**src/rtl/extbus_xseq_if.sv**
```systemverilog
// ============================================================================
// Module      : extbus_xseq_if
// Description : X-port and external-memory bus bundle for the transfer
//               sequencer (master = sequencer, slave = regfile/memory side).
// Revision    : 1.0 - initial release
// ============================================================================
`timescale 1ns/1ps
`default_nettype none

interface extbus_xseq_if #(
    parameter int AW = 20
);
    logic [1:0]    x_addr;
    logic          x_en;
    logic          x_we;
    logic [71:0]   x_wdata;
    logic [71:0]   x_rdata;
    logic          mem_req;
    logic          mem_we;
    logic [AW-1:0] mem_addr;
    logic [71:0]   mem_wdata;
    logic [71:0]   mem_rdata;
    logic          mem_ack;

    modport master (
        output x_addr, x_en, x_we, x_wdata,
        input  x_rdata,
        output mem_req, mem_we, mem_addr, mem_wdata,
        input  mem_rdata, mem_ack
    );

    modport slave (
        input  x_addr, x_en, x_we, x_wdata,
        output x_rdata,
        input  mem_req, mem_we, mem_addr, mem_wdata,
        output mem_rdata, mem_ack
    );
endinterface

`default_nettype wire

```
**src/rtl/extbus_xseq.sv**
```systemverilog
// ============================================================================
// Module      : extbus_xseq
// Description : Moves one 72-bit word between a bus-file slot (X port) and
//               external memory with a bounded request/acknowledge wait.
// Revision    : 1.0 - initial release
// ============================================================================
`timescale 1ns/1ps
`default_nettype none

module extbus_xseq #(
    parameter int AW      = 20,
    parameter int TIMEOUT = 255
) (
    input  wire logic          clk,
    input  wire logic          reset_n,
    input  wire logic          start,
    input  wire logic          cmd_we,
    input  wire logic [1:0]    cmd_slot,
    input  wire logic [AW-1:0] cmd_addr,
    output logic               busy,
    output logic               done,
    output logic               err,
    extbus_xseq_if.master      bus
);

    localparam logic [2:0] c_st_idle  = 3'd0;
    localparam logic [2:0] c_st_fetch = 3'd1;
    localparam logic [2:0] c_st_latch = 3'd2;
    localparam logic [2:0] c_st_req   = 3'd3;
    localparam logic [2:0] c_st_store = 3'd4;
    localparam logic [2:0] c_st_done  = 3'd5;

    localparam logic [7:0] c_cnt_last = 8'(TIMEOUT - 1);

    logic [2:0]    r_state;
    logic [2:0]    w_state_nxt;
    logic          r_we;
    logic [1:0]    r_slot;
    logic [AW-1:0] r_addr;
    logic [71:0]   r_wdata;
    logic [71:0]   r_rdata;
    logic [7:0]    r_cnt;
    logic          r_err;

    logic w_accept;
    logic w_in_req;
    logic w_expire;
    logic w_enter_req;

    assign w_accept    = (r_state == c_st_idle) && start;
    assign w_in_req    = (r_state == c_st_req);
    assign w_expire    = w_in_req && !bus.mem_ack && (r_cnt == c_cnt_last);
    assign w_enter_req = (w_state_nxt == c_st_req) && !w_in_req;

    // Ack has priority over expiry, so an ack in the final REQ cycle completes normally.
    always_comb begin
        w_state_nxt = r_state;
        case (r_state)
            c_st_idle:  if (start) w_state_nxt = cmd_we ? c_st_fetch : c_st_req;
            c_st_fetch: w_state_nxt = c_st_latch;
            c_st_latch: w_state_nxt = c_st_req;
            c_st_req: begin
                if (bus.mem_ack)   w_state_nxt = r_we ? c_st_done : c_st_store;
                else if (w_expire) w_state_nxt = c_st_done;
            end
            c_st_store: w_state_nxt = c_st_done;
            c_st_done:  w_state_nxt = c_st_idle;
            default:    w_state_nxt = c_st_idle;
        endcase
    end

    always_ff @(posedge clk or negedge reset_n) begin
        if (!reset_n) begin
            r_state <= c_st_idle;
        end else begin
            r_state <= w_state_nxt;
        end
    end

    always_ff @(posedge clk or negedge reset_n) begin
        if (!reset_n) begin
            r_we   <= 1'b0;
            r_slot <= 2'd0;
            r_addr <= '0;
        end else if (w_accept) begin
            r_we   <= cmd_we;
            r_slot <= cmd_slot;
            r_addr <= cmd_addr;
        end
    end

    always_ff @(posedge clk or negedge reset_n) begin
        if (!reset_n) begin
            r_wdata <= 72'd0;
            r_rdata <= 72'd0;
        end else begin
            if (r_state == c_st_latch) r_wdata <= bus.x_rdata;
            if (w_in_req && bus.mem_ack && !r_we) r_rdata <= bus.mem_rdata;
        end
    end

    always_ff @(posedge clk or negedge reset_n) begin
        if (!reset_n) begin
            r_cnt <= 8'd0;
        end else if (w_enter_req) begin
            r_cnt <= 8'd0;
        end else if (w_in_req && !bus.mem_ack) begin
            r_cnt <= r_cnt + 8'd1;
        end
    end

    // Sticky error: cleared only when a new command is accepted.
    always_ff @(posedge clk or negedge reset_n) begin
        if (!reset_n) begin
            r_err <= 1'b0;
        end else if (w_accept) begin
            r_err <= 1'b0;
        end else if (w_expire) begin
            r_err <= 1'b1;
        end
    end

    assign busy = (r_state != c_st_idle);
    assign done = (r_state == c_st_done);
    assign err  = r_err;

    assign bus.x_en    = (r_state == c_st_fetch) || (r_state == c_st_store);
    assign bus.x_we    = (r_state == c_st_store);
    assign bus.x_addr  = bus.x_en ? r_slot : 2'd0;
    assign bus.x_wdata = (r_state == c_st_store) ? r_rdata : 72'd0;

    assign bus.mem_req   = w_in_req;
    assign bus.mem_we    = w_in_req && r_we;
    assign bus.mem_addr  = r_addr;
    assign bus.mem_wdata = r_wdata;

endmodule

`default_nettype wire

```
**src/flat_wrapper.sv**
```systemverilog
// flat-port wrapper written by rule: the top's interface ports become plain ports
module extbus_xseq_flat 
#(
    parameter int AW      = 20,
    parameter int TIMEOUT = 255
)
  (clk, reset_n, start, cmd_we, cmd_slot, cmd_addr, busy, done, err, bus_x_addr, bus_x_en, bus_x_we, bus_x_wdata, bus_x_rdata, bus_mem_req, bus_mem_we, bus_mem_addr, bus_mem_wdata, bus_mem_rdata, bus_mem_ack);
  extbus_xseq_if #(.AW(AW)) bus_i ();
  input  wire logic clk;
  input  wire logic reset_n;
  input  wire logic start;
  input  wire logic cmd_we;
  input  wire logic [1:0] cmd_slot;
  input  wire logic [AW-1:0] cmd_addr;
  output logic busy;
  output logic done;
  output logic err;
  output wire logic [$bits(bus_i.x_addr)-1:0] bus_x_addr;
  output wire logic [$bits(bus_i.x_en)-1:0] bus_x_en;
  output wire logic [$bits(bus_i.x_we)-1:0] bus_x_we;
  output wire logic [$bits(bus_i.x_wdata)-1:0] bus_x_wdata;
  input wire logic [$bits(bus_i.x_rdata)-1:0] bus_x_rdata;
  output wire logic [$bits(bus_i.mem_req)-1:0] bus_mem_req;
  output wire logic [$bits(bus_i.mem_we)-1:0] bus_mem_we;
  output wire logic [$bits(bus_i.mem_addr)-1:0] bus_mem_addr;
  output wire logic [$bits(bus_i.mem_wdata)-1:0] bus_mem_wdata;
  input wire logic [$bits(bus_i.mem_rdata)-1:0] bus_mem_rdata;
  input wire logic [$bits(bus_i.mem_ack)-1:0] bus_mem_ack;
  assign bus_x_addr = bus_i.x_addr;
  assign bus_x_en = bus_i.x_en;
  assign bus_x_we = bus_i.x_we;
  assign bus_x_wdata = bus_i.x_wdata;
  assign bus_i.x_rdata = bus_x_rdata;
  assign bus_mem_req = bus_i.mem_req;
  assign bus_mem_we = bus_i.mem_we;
  assign bus_mem_addr = bus_i.mem_addr;
  assign bus_mem_wdata = bus_i.mem_wdata;
  assign bus_i.mem_rdata = bus_mem_rdata;
  assign bus_i.mem_ack = bus_mem_ack;
  extbus_xseq #(.AW(AW), .TIMEOUT(TIMEOUT)) u_core (.clk(clk), .reset_n(reset_n), .start(start), .cmd_we(cmd_we), .cmd_slot(cmd_slot), .cmd_addr(cmd_addr), .busy(busy), .done(done), .err(err), .bus(bus_i));
endmodule
```
**config.mk**
```make
export PLATFORM = sky130hd
export DESIGN_NAME = extbus_xseq_flat
export DESIGN_NICKNAME = d
export VERILOG_FILES = /design/src/rtl/extbus_xseq_if.sv /design/src/rtl/extbus_xseq.sv /design/src/flat_wrapper.sv
export SDC_FILE = /design/constraint.sdc
export NUM_CORES = 1
export LEC_CHECK = 0
export BUFFER_PORTS_ARGS = -buffer_cell sky130_fd_sc_hd__buf_2
export CORE_UTILIZATION = 35
export CTS_BUF_LIST = sky130_fd_sc_hd__clkbuf_16
export DETAILED_ROUTE_END_ITERATION = 8
export PLACE_DENSITY = 0.69
export SYNTH_ARGS = -nofsm -noshare
export SYNTH_HDL_FRONTEND = slang
export SYNTH_SLANG_ARGS = --single-unit
```
**constraint.sdc**
```tcl
create_clock -name clk -period 4.8 [get_ports clk]
set_clock_uncertainty 0.15 [all_clocks]
set_input_delay 0 -clock clk [delete_from_list [all_inputs] [get_ports clk]]
set_output_delay 0 -clock clk [all_outputs]
set_load 0.05 [all_outputs]
```
==> results.tsv <==
metric	value	unit
seq_area_frac_synth	57.80	%
crit_fanout	30	
cp-start-kind	register	
ys_ff_latch	179	
synth_area_leader_cell	dfrtp_1	
grt_usage	17.25	%
dp_slack	2321	ps
setup-violations-final	0	
io_buffers	343	
wl_met1	8260	µm
drt-wirelength-per-cell	15.37	µm
initial_utilization	35.62	%
timing.rr.end	u_core.bus.mem_wdata[18]$_DFFE_PN0N_	
fill_cells	1754	
gp_congestion	0.7380	
netlist_area	7750	µm²
cts_resized	0	
synth_cell_types	36	
final_nets	1188	
grt_pass1_vias	5997	
fin_area	11900	µm²
required	4960	ps
die-area	22740	µm²
fin_util	54.68	%
vdd_drop_max	272.7	µV
syn_area_per_cell	15.29	µm²
crit_end	u_core.bus.mem_wdata[18]$_DFFE_PN0N_	
synth_edf_count	0	
ant_nets	0	
crit_type	register to register	
r2r-start	u_core.r_state[0]$_DFF_PN0_	
yosys_warnings	0	
routed-via-count	5821	
pwr-share-comb	50.2	%
synthTopCellsByCount	dfrtp_1, mux2_2, and2_1	
slew_violations	0	
dp_hpwl	12200	µm
final.setup.tns	0	ps
seq_power_share	32.6	%
area_growth	53.49	%
critPathLaunch	u_core.r_state[0]$_DFF_PN0_	
grt_max_degree	93	
timing.final.hold_violations	0	
powerDensity	690.3	nW/µm²
rsz0062_at_grt	no	
place_area	9603	µm²
fp.coreArea	21760	µm²
cap_violations	0	
tightest_slew	837.5	ps
setup_slack	2345	ps
post-route-period-util	51.15	%
r2r_setup_slack	2340	ps
grt_pass1_wl	30590	µm
cp-end-kind	register	
antenna_found_initial	0	
grt_overflow_total	0	
clockRootBuffer	clkbuf_16	
htreeDepth	4	
synth_ff_type	dfrtp_1	
cts_tree	done	
p_int	4.567	mW
period_minus_slack	2455	ps
outcome	completed	
netlist_instances	507	
p_clk_share	17.1	%
die_width	150.8	µm
hold_path.class	input pin to asynchronous set/reset pin	
routed-wl-met3	1364	µm
synth_area_leaders	dfrtp_1, mux2_2, mux2_4	
max_freq	0.4073	GHz
hold_ws	29.84	ps
drt_pass1_iterations	4	
synth_top_area_share	57.80	%
swShare	44.38	%
synth_most_common_cell	dfrtp_1	
dr.first_iter.drc_count	173	
ys_async_sr_fraction	100.0	%
ios	344	
drc	0	
antenna_cells	0	
wl_met2	10110	µm
syn_nets	680	
cp_data_arrival_time	2610	ps
net-switching-power	3.644	mW
highest_layer	met4	
p_leak	5.886	nW
die_y	150.8	µm
worstSkewPairLatency	420	ps
reg2reg_depth	4	
drive_above_1_share	53.99	%
row_count	54	
clock_sinks	179	
cts.reportedPaths.clkPinSlew	70	ps
max_slew_margin	44.16	%
vias_per_cell	4.450	
cts_made_buffers	17	
wirelength	20100	µm
cts_buffer_depth	2	
## what timing repair did
action | in CTS | in global routing
setup endpoints to repair | 0 | 0
endpoints found under the hold margin | 263 | 0
buffers inserted | 0 | 0
hold buffers | 170 | 0
## logic make-up (layout without fill, tap and decap cells)
| logic type | Yosys count | after routing | synth area share (%) |
|---|---|---|---|
| AOI/OAI and AO/OA | 12 | 12 | 0.9204 |
| xor gates and xnor gates | 6 | 6 | 0.6781 |
| adders and majority gates | 2 | 2 | 0.3228 |
| buffers and inverters | 34 | 555 | 3.939 |
| DFF | 179 | 179 | 57.80 |
| muxes | 167 | 167 | 27.66 |
| and+or+nand+nor | 107 | 107 | 8.686 |
## state kept, by name (all words and copies together), names as in the netlist
| signal | flops |
|---|---|
| u_core.bus.mem_addr | 20 |
| u_core.r_slot | 2 |
| u_core.bus.mem_wdata | 72 |
| u_core.err | 1 |
| u_core.r_we | 1 |
| u_core.r_state | 3 |
| u_core.r_rdata | 72 |
| u_core.r_cnt | 8 |
## per-stage QoR
stage | total power, mW | std cells
floorplan | 5.907 | 507
global placement | 6.628 | 1106
detailed placement | 6.703 | 1106
CTS | 8.247 | 1308
global route | 8.624 | 1308
finish | 8.211 | 1308
## per-layer routing
metal	global-route usage [%]	up-vias
met5	0	-
met4	5.850	0
met1	20.09	2837
li1	-	2749
met3	4.157	21
met2	30.83	214
## power groups by stage
| stage | clock, mW | combinational [mW] | sequential, mW |
|---|---|---|---|
| 2_1_floorplan | 0 | 1.92 | 3.99 |
| 3_3_place_gp | 0 | 3.97 | 2.66 |
| 3_5_place_dp | 0 | 4.04 | 2.66 |
| 4_1_cts | 1.45 | 4.14 | 2.66 |
| 5_1_grt | 1.51 | 4.34 | 2.78 |
| 6_report | 1.41 | 4.13 | 2.68 |
## cells in the final DEF, fill, tap and decap left out, types with 6 or more instances in the layout
cell,count
and2_1,75
mux2_4,70
dlygate4sd3_1,170
o21ai_0,6
mux2_2,97
clkbuf_16,17
nor2_1,9
dfrtp_1,179
buf_2,342
## critical path: stages (launching register included)
cell	delay, ps
dfrtp_1	480
nor2_1	180
and2_2	650
buf_4	460
mux2_2	390
## layout make-up
cell class	count	area [µm²]	area share (%)
clock inverter	15	165.2	1.388
timing repair buffer	519	3482	29.27
sequential	179	4479	37.66
multi-input combinational	294	2978	25.03
clock buffer	17	425.4	3.576
tap	280	350.3	2.945
inverter	4	15.01	0.1262
## worst min-delay path by stage
stage	from	end	slack (ps)	cells past startpoint
6_report	reset_n	u_core.r_rdata[69]$_DFFE_PN0P_	30	2
5_1_grt	reset_n	u_core.r_rdata[69]$_DFFE_PN0P_	100	2
4_1_cts	reset_n	u_core.r_rdata[64]$_DFFE_PN0P_	70	2
3_5_place_dp	reset_n	u_core.r_rdata[0]$_DFFE_PN0P_	-30	1
3_3_place_gp	reset_n	u_core.r_rdata[64]$_DFFE_PN0P_	-40	1
2_1_floorplan	reset_n	u_core.bus.mem_addr[0]$_DFFE_PN0P_	-450	0
(Power assumes the default switching activity.)
